`src/rtl/l1_l2_arbiter.sv`:
```
// Round-robin arbiter between the split L1 I/D caches and the single-ported L2.
// One transaction is in flight at a time: IDLE -> GRANT (L2 strobe held) -> DONE (resp pulse).
module l1_l2_arbiter (
    input  logic         clk,
    input  logic         rst,

    input  logic         i_mem_read,
    input  logic [15:0]  i_mem_address,
    output logic         i_mem_resp,
    output logic [127:0] i_mem_rdata,

    input  logic         d_mem_read,
    input  logic         d_mem_write,
    input  logic [15:0]  d_mem_address,
    input  logic [127:0] d_mem_wdata,
    output logic         d_mem_resp,
    output logic [127:0] d_mem_rdata,

    output logic         l2_mem_read,
    output logic         l2_mem_write,
    output logic [15:0]  l2_mem_address,
    output logic [127:0] l2_mem_wdata,
    input  logic         l2_mem_resp,
    input  logic [127:0] l2_mem_rdata
);

    localparam logic [1:0] ST_IDLE  = 2'd0;
    localparam logic [1:0] ST_GRANT = 2'd1;
    localparam logic [1:0] ST_DONE  = 2'd2;

    localparam logic OWN_I = 1'b0;
    localparam logic OWN_D = 1'b1;

    logic [1:0]   state_q, state_d;
    logic         last_grant_q, last_grant_d;
    logic         owner_q, owner_d;
    logic         l2_read_q, l2_read_d;
    logic         l2_write_q, l2_write_d;
    logic [15:0]  addr_q, addr_d;
    logic [127:0] wdata_q, wdata_d;
    logic [127:0] rdata_q, rdata_d;
    logic         i_resp_q, i_resp_d;
    logic         d_resp_q, d_resp_d;

    logic         i_req_s;
    logic         d_req_s;
    logic         grant_d_s;

    // Both D strobes high is malformed and never counts as a request.
    assign i_req_s   = i_mem_read;
    assign d_req_s   = d_mem_read ^ d_mem_write;
    assign grant_d_s = d_req_s & (~i_req_s | (last_grant_q == OWN_I));

    // Next-state and datapath update for the three-state transaction FSM
    always_comb begin
        state_d      = state_q;
        last_grant_d = last_grant_q;
        owner_d      = owner_q;
        l2_read_d    = l2_read_q;
        l2_write_d   = l2_write_q;
        addr_d       = addr_q;
        wdata_d      = wdata_q;
        rdata_d      = rdata_q;
        i_resp_d     = 1'b0;
        d_resp_d     = 1'b0;
        case (state_q)
            ST_IDLE: begin
                if (i_req_s || d_req_s) begin
                    state_d = ST_GRANT;
                    owner_d = grant_d_s ? OWN_D : OWN_I;
                    if (grant_d_s) begin
                        l2_read_d  = d_mem_read;
                        l2_write_d = d_mem_write;
                        addr_d     = d_mem_address;
                        wdata_d    = d_mem_wdata;
                    end else begin
                        l2_read_d  = 1'b1;
                        l2_write_d = 1'b0;
                        addr_d     = i_mem_address;
                    end
                end else begin
                    state_d = ST_IDLE;
                end
            end
            ST_GRANT: begin
                if (l2_mem_resp) begin
                    state_d      = ST_DONE;
                    rdata_d      = l2_mem_rdata;
                    last_grant_d = owner_q;
                    l2_read_d    = 1'b0;
                    l2_write_d   = 1'b0;
                    i_resp_d     = (owner_q == OWN_I);
                    d_resp_d     = (owner_q == OWN_D);
                end else begin
                    state_d = ST_GRANT;
                end
            end
            ST_DONE: begin
                state_d    = ST_IDLE;
                l2_read_d  = 1'b0;
                l2_write_d = 1'b0;
            end
            default: begin
                state_d    = ST_IDLE;
                l2_read_d  = 1'b0;
                l2_write_d = 1'b0;
            end
        endcase
    end

    // State and output registers; reset abandons any in-flight transaction
    always_ff @(posedge clk) begin
        if (rst) begin
            state_q      <= ST_IDLE;
            last_grant_q <= OWN_D;
            owner_q      <= OWN_I;
            l2_read_q    <= 1'b0;
            l2_write_q   <= 1'b0;
            addr_q       <= 16'h0000;
            wdata_q      <= 128'h0;
            rdata_q      <= 128'h0;
            i_resp_q     <= 1'b0;
            d_resp_q     <= 1'b0;
        end else begin
            state_q      <= state_d;
            last_grant_q <= last_grant_d;
            owner_q      <= owner_d;
            l2_read_q    <= l2_read_d;
            l2_write_q   <= l2_write_d;
            addr_q       <= addr_d;
            wdata_q      <= wdata_d;
            rdata_q      <= rdata_d;
            i_resp_q     <= i_resp_d;
            d_resp_q     <= d_resp_d;
        end
    end

    assign l2_mem_read    = l2_read_q;
    assign l2_mem_write   = l2_write_q;
    assign l2_mem_address = addr_q;
    assign l2_mem_wdata   = wdata_q;
    assign i_mem_resp     = i_resp_q;
    assign d_mem_resp     = d_resp_q;
    assign i_mem_rdata    = rdata_q;
    assign d_mem_rdata    = rdata_q;

endmodule
```
`config.mk`:
```
export PLATFORM = sky130hd
export DESIGN_NAME = l1_l2_arbiter
export DESIGN_NICKNAME = d
export VERILOG_FILES = /design/src/rtl/l1_l2_arbiter.sv
export SDC_FILE = /design/constraint.sdc
export NUM_CORES = 1
export LEC_CHECK = 0
export BUFFER_PORTS_ARGS = -buffer_cell sky130_fd_sc_hd__buf_2
export CORE_AREA = 5 5 269 271
export CTS_CLUSTER_DIAMETER = 150
export DETAILED_ROUTE_END_ITERATION = 10
export DIE_AREA = 0 0 274 276
export PLACE_DENSITY_LB_ADDON = 0.08
export SYNTH_ARGS = -nofsm -noshare
export SYNTH_HDL_FRONTEND = slang
export SYNTH_SLANG_ARGS = --single-unit
export TNS_END_PERCENT = 100
```
`constraint.sdc`:
```
create_clock -name clk -period 1.4 [get_ports clk]
set_input_delay 0.28 -clock clk [delete_from_list [all_inputs] [get_ports clk]]
set_output_delay 0.28 -clock clk [all_outputs]
set_load 0.02 [all_outputs]
```
* Word-level counts from Yosys, hierarchy flattened
Cells that the tools add are included.
** Cells by class
- Equality and inequality tests :: 3
- Mux-type cells :: 12
- Bitwise logic cells :: 8
- Reduce and logical (&&, ||, !) cells :: 7
** Operator list (count)
- 16-bit 2-to-1 mux :: 1
- 1-bit 2-to-1 mux :: 7
- 2-bit AND reduction :: 3
- 1-bit NOT :: 5
- 2-bit != test, second input constant :: 2
- 1-bit one-hot mux with 2 select lines :: 2
- 2-bit one-hot mux with 2 select lines :: 1
- 3-bit AND reduction :: 1
- 3-bit OR reduction :: 1
- 2-bit by 1-bit == test with 1-bit output, second input constant :: 1
- 2-bit zero test :: 1
- 2-bit 2-to-1 mux :: 1
- 1-bit AND :: 1
- 1-bit logical OR :: 1
- 1-bit OR :: 1
- 1-bit bitwise XOR :: 1
** Word-level totals
- Bits in registers :: 280
- Input port bits :: 294
- Output and inout port bits :: 404
- Logic and storage cells :: 40

* Logic depth before layout (Yosys ltp)
- Depth after elaboration :: 6
- Depth in mapped cells :: 7
- Mapped depth without buffers :: 4

* Worst setup path after synthesis
OpenSTA, ideal clock, no wires.
- Kind :: input-to-reg
- Start :: in d_mem_write
- End :: reg addr_q[10], in the netlist l2_mem_address[10]
- Library setup time :: 0.091 ns
- Arrival :: 1.234 ns
- Required time :: 1.309 ns
- Setup slack :: 0.075 ns
- Stages on the path :: 6
- Cells stage by stage :: xor2_1 buf_4 nand2_1 buf_2 nand2_1 a311oi_1
** On the way
- Word-level cells in the longest chain between the ends :: 3
** RTL lines
- start, declared :: line 13 : input logic d_mem_write,
- 1-bit bitwise XOR * :: line 51 : assign d_req_s = d_mem_read ^ d_mem_write;
- 1-bit AND or 1-bit logical OR (tied branches) :: line 52, 68
- 16-bit 2-to-1 mux or 2-bit AND reduction (tied branches)
- end signal, assigned :: line 130 : addr_q <= addr_d;
- end, declared :: line 39 : logic [15:0] addr_q, addr_d;
Mark *: on every way between the ends. The rest lies on a longest branch, timed or not.
A chain may end at the register's enable or synchronous reset.

* Final worst setup path
- Start :: reg state_q[1]
- End :: reg rdata_q[124], in the netlist d_mem_rdata[124]
** On the way
- Word-level cells in the longest chain between the ends :: 2
** RTL lines
- start, declared :: line 34 : logic [1:0] state_q, state_d;
- start signal, assigned :: line 125 : state_q <= state_d;
- 2-bit by 1-bit == test with 1-bit output :: line 66 : case (state_q)
- 2-bit AND reduction (no line)
- end signal, assigned :: line 132 : rdata_q <= rdata_d;
- end, declared :: line 41 : logic [127:0] rdata_q, rdata_d;
No other way between the ends.

==> impl_metrics.csv <==
group,metric,value,unit
run_status,status,"finished, violations left",
run_status,violations_in_the_final_reports,"setup timing",
logic_synthesis,synth.avg_cell_area,9.34,µm²
placement,place_congestion,0.772,
power,clock_power_share,40.8,%
power,power.switching,6.55,mW
timing,post-route-worst-setup-slack,-0.0141,ns
worst_setup_path,critical-path-max-stage-delay,0.33,ns
finish,layout_common_cells,"sky130_fd_sc_hd__buf_2, sky130_fd_sc_hd__dlygate4sd3_1, sky130_fd_sc_hd__nand2_1, sky130_fd_sc_hd__dfxtp_1, sky130_fd_sc_hd__buf_4",
global_routing,first_global_vias,11700,
logic_synthesis,synth_sequential_area_ratio,55.0,%
placement,placement.io_buffers,697,
timing,slew-limit-headroom,78.6,%
worst_setup_path,worst-endpoint-arrival,1.89,ns
die,chipHeight,276,µm
power,total_leakage_power,8.92,nW
logic_synthesis,synth-warning-count,0,
detailed_routing,vias_per_cell,3.77,
timing,finalHoldWorstSlack,0.0590,ns
timing,finalCriticalPeriod,1.41,ns
worst_setup_path,top_cell_by_count_worst_path,"sky130_fd_sc_hd__buf_12",
detailed_routing,ant_nets,0,
worst_setup_path,critPathBufInv,4,
logic_synthesis,synth.lib_cells_used.distinct,23,
die,ioPinCount,698,
worst_setup_path,worst_setup_path_type,"flip-flop to flip-flop",
detailed_routing,remaining_drc_errors,0,
detailed_routing,routedWlPerCell,17.3,µm
timing,tightest_slew,0.320,ns
clock_tree,worst_setup_hold_path_clk_slew,0.05,ns
die,chipWidth,274,µm
die,floorplan.rows,97,
detailed_routing,initialDrtViolationCount,317,
global_routing,total_global_routing_track_utilization,12.4,%
logic_synthesis,ys_seq_elements,280,
worst_setup_path,path_cells,"nand3b_1 > buf_6 > nor2_4 > buf_12 > clkbuf_16 > buf_12 > a22o_1",
finish,final_layout_net_count,2265,
flow_run,maxCapViolations,0,
timing,timing_max_transition_violations_final,0,
global_routing,grt_antenna_before_repair,3,
worst_hold_path,hold_class,"input pin to flip-flop",
clock_tree,cts_tree,"yes",
power,power_density_of_the_placed_cells,1190,mW/mm²
detailed_routing,num_vias,11100,
power,power.internal,16.3,mW
global_routing,grt_first_pass_wirelength,73600,µm
clock_tree,h_tree_lvls,2,
clock_tree,clock_latency,0.55,ns
power,finalPower,22.9,mW
global_routing,grt_start_max_net_pins,54,
timing,post-route-period-util,101,%
finish,layout.core_utilization,27.6,%
worst_setup_path,setup.worst_path.end_class,"flip-flop",
detailed_routing,first_pass_iters,4,
finish,areaGrowthSynthToFinish,88.3,%
finish,layout_commonest_cell,"sky130_fd_sc_hd__buf_2",
logic_synthesis,synth.net_count,1385,
worst_setup_path,critPathTopFamily,"buffers and inverters",
power,ir_worst_vdd,685,µV
power,p_seq_share,38.8,%
timing,finalHoldViolations,0,
timing,setup_viol,30,
worst_setup_path,worst_path_fanout_max,12,
worst_setup_path,timing.critical_path.from_type,"flip-flop",
logic_synthesis,post_synth_inst_count,1091,
timing,max_freq,707,MHz
global_routing,grt_overflow,0,
clock_tree,root_buffer,"sky130_fd_sc_hd__clkbuf_16",
worst_setup_path,timing.critical_path.slowest_stage_cell,"sky130_fd_sc_hd__dfxtp_2",
die,die_area,0.0756,mm²
timing,worst_clock_skew,0.0200,ns
die,fp.coreArea,0.0695,mm²
timing,grt_setup_unrepaired,"true",
worst_setup_path,critPathRequiredTime,1.88,ns
clock_tree,cts_inserted_buffers,38,
finish,drive_gt1_share,45.8,%
die,start_util,14.7,%
clock_tree,clock_sink_count,280,
detailed_routing,final_wl,51000,µm
placement,hpwl,37300,µm
logic_synthesis,syn-cell-area,0.0102,mm²
power,combPwrFrac,20.4,%
power,switching_portion_of_total_power,28.7,%
timing,setup_total_negative_slack,-0.149,ns
clock_tree,cts-root-to-sink-buffers,3,
metrics by stage:
| stage | worst slack, ns | cells | cell area, µm² |
|---|---|---|---|
| 6_report | -0.0141 | 2940 | 19200 |
| 4_1_cts | -0.0444 | 2927 | 18800 |
| 5_1_grt | -0.119 | 2939 | 19200 |
| 2_1_floorplan | 0.0754 | 1091 | 10200 |
| 3_3_place_gp | -0.359 | 2573 | 14200 |
| 3_5_place_dp | -0.390 | 2573 | 14200 |
final timing paths:
| check | cells past startpoint | slack (ns) | endpoint | start |
|---|---|---|---|---|
| worst max-delay path | 7 | -0.01 | d_mem_rdata[124] | state_q[1] |
| worst min-delay path | 3 | 0.06 | state_q[0] | l2_mem_resp |
| worst max register to register | 7 | -0.01 | d_mem_rdata[124] | state_q[1] |
| worst min register to register | 2 | 0.45 | l2_mem_wdata[72] | l2_mem_wdata[72] |
cell families after synthesis:
kind of cell	synth area share, %
AND/OR/NAND/NOR	12.2
AO/OA/AOI/OAI	19.1
flip-flops	55.0
buffers and inverters	13.5
XOR/XNOR	0.0860
synth_stat cells (all sizes together):
cell type	number	share of area [%]
o21ai	1	0.049
clkbuf	24	0.88
and2	1	0.061
o41ai	1	0.086
buf	185	13
a311oi	16	1.4
nor2	20	0.74
nor3	1	0.049
and3	1	0.061
or2	1	0.061
a21oi	132	6.5
inv	1	0.037
or3b	1	0.086
o21a	1	0.074
nand3	17	0.84
nor2b	1	0.061
nand3b	2	0.15
dfxtp	280	55
nand2	275	10
a22oi	1	0.074
xor2	1	0.086
a22o	128	11
layer usage:
layer	part of all wire [%]	GRT usage, %	vias to the layer above	routed length, µm
met5	0	0	-	0
met4	3.1	4.19	0	1590
met3	8.5	4.10	86	4310
met2	52	23.1	442	26300
met1	37	13.0	5193	18700
li1	-	-	5373	-
worst register-to-register path, delay by kind of cell (launching register included):
family / cells / cell delay (ns)
AO/OA/AOI/OAI: 1 / 0.13
buffers and inverters: 4 / 0.56
flip-flops: 1 / 0.33
AND/OR/NAND/NOR: 2 / 0.35
flip-flops by register name, indices dropped and copies added (netlist names):
register and count:
state_q 2, l2_mem_address 16, l2_mem_wdata 128, owner_q 1
l2_mem_write 1, d_mem_resp 1, l2_mem_read 1, last_grant_q 1
d_mem_rdata 128, i_mem_resp 1
area by class of cell:
| type | instances | area (µm²) |
|---|---|---|
| timing repair buffer | 1049 | 7790 |
| tap | 940 | 1180 |
| multi-input combinational | 601 | 3310 |
| clock buffer | 59 | 1110 |
| fill | 7600 | 50400 |
| sequential | 280 | 5720 |
| clock inverter | 7 | 78.8 |
| antenna | 3 | 7.51 |
| inverter | 1 | 3.75 |
power by group through the flow:
stage / Clock [mW] / Combinational (mW) / Sequential (mW)
after global placement: 0 / 3.74 / 8.99
final: 9.33 / 4.67 / 8.86
after floorplan: 0 / 1.57 / 9.54
after CTS: 9.86 / 4.60 / 8.87
after global routing: 10.1 / 5.04 / 8.93
after detailed placement: 0 / 3.72 / 9.00
timing repair:
action	4_1_cts	5_1_grt
hold endpoints to repair	273	0
setup endpoints to repair	305	432
hold buffers	288	0
gates resized for setup	270	33
pin swaps	17	12
buffers inserted	0	3
cloned	0	7
Note: power is estimated with default switching activity, not from simulation.
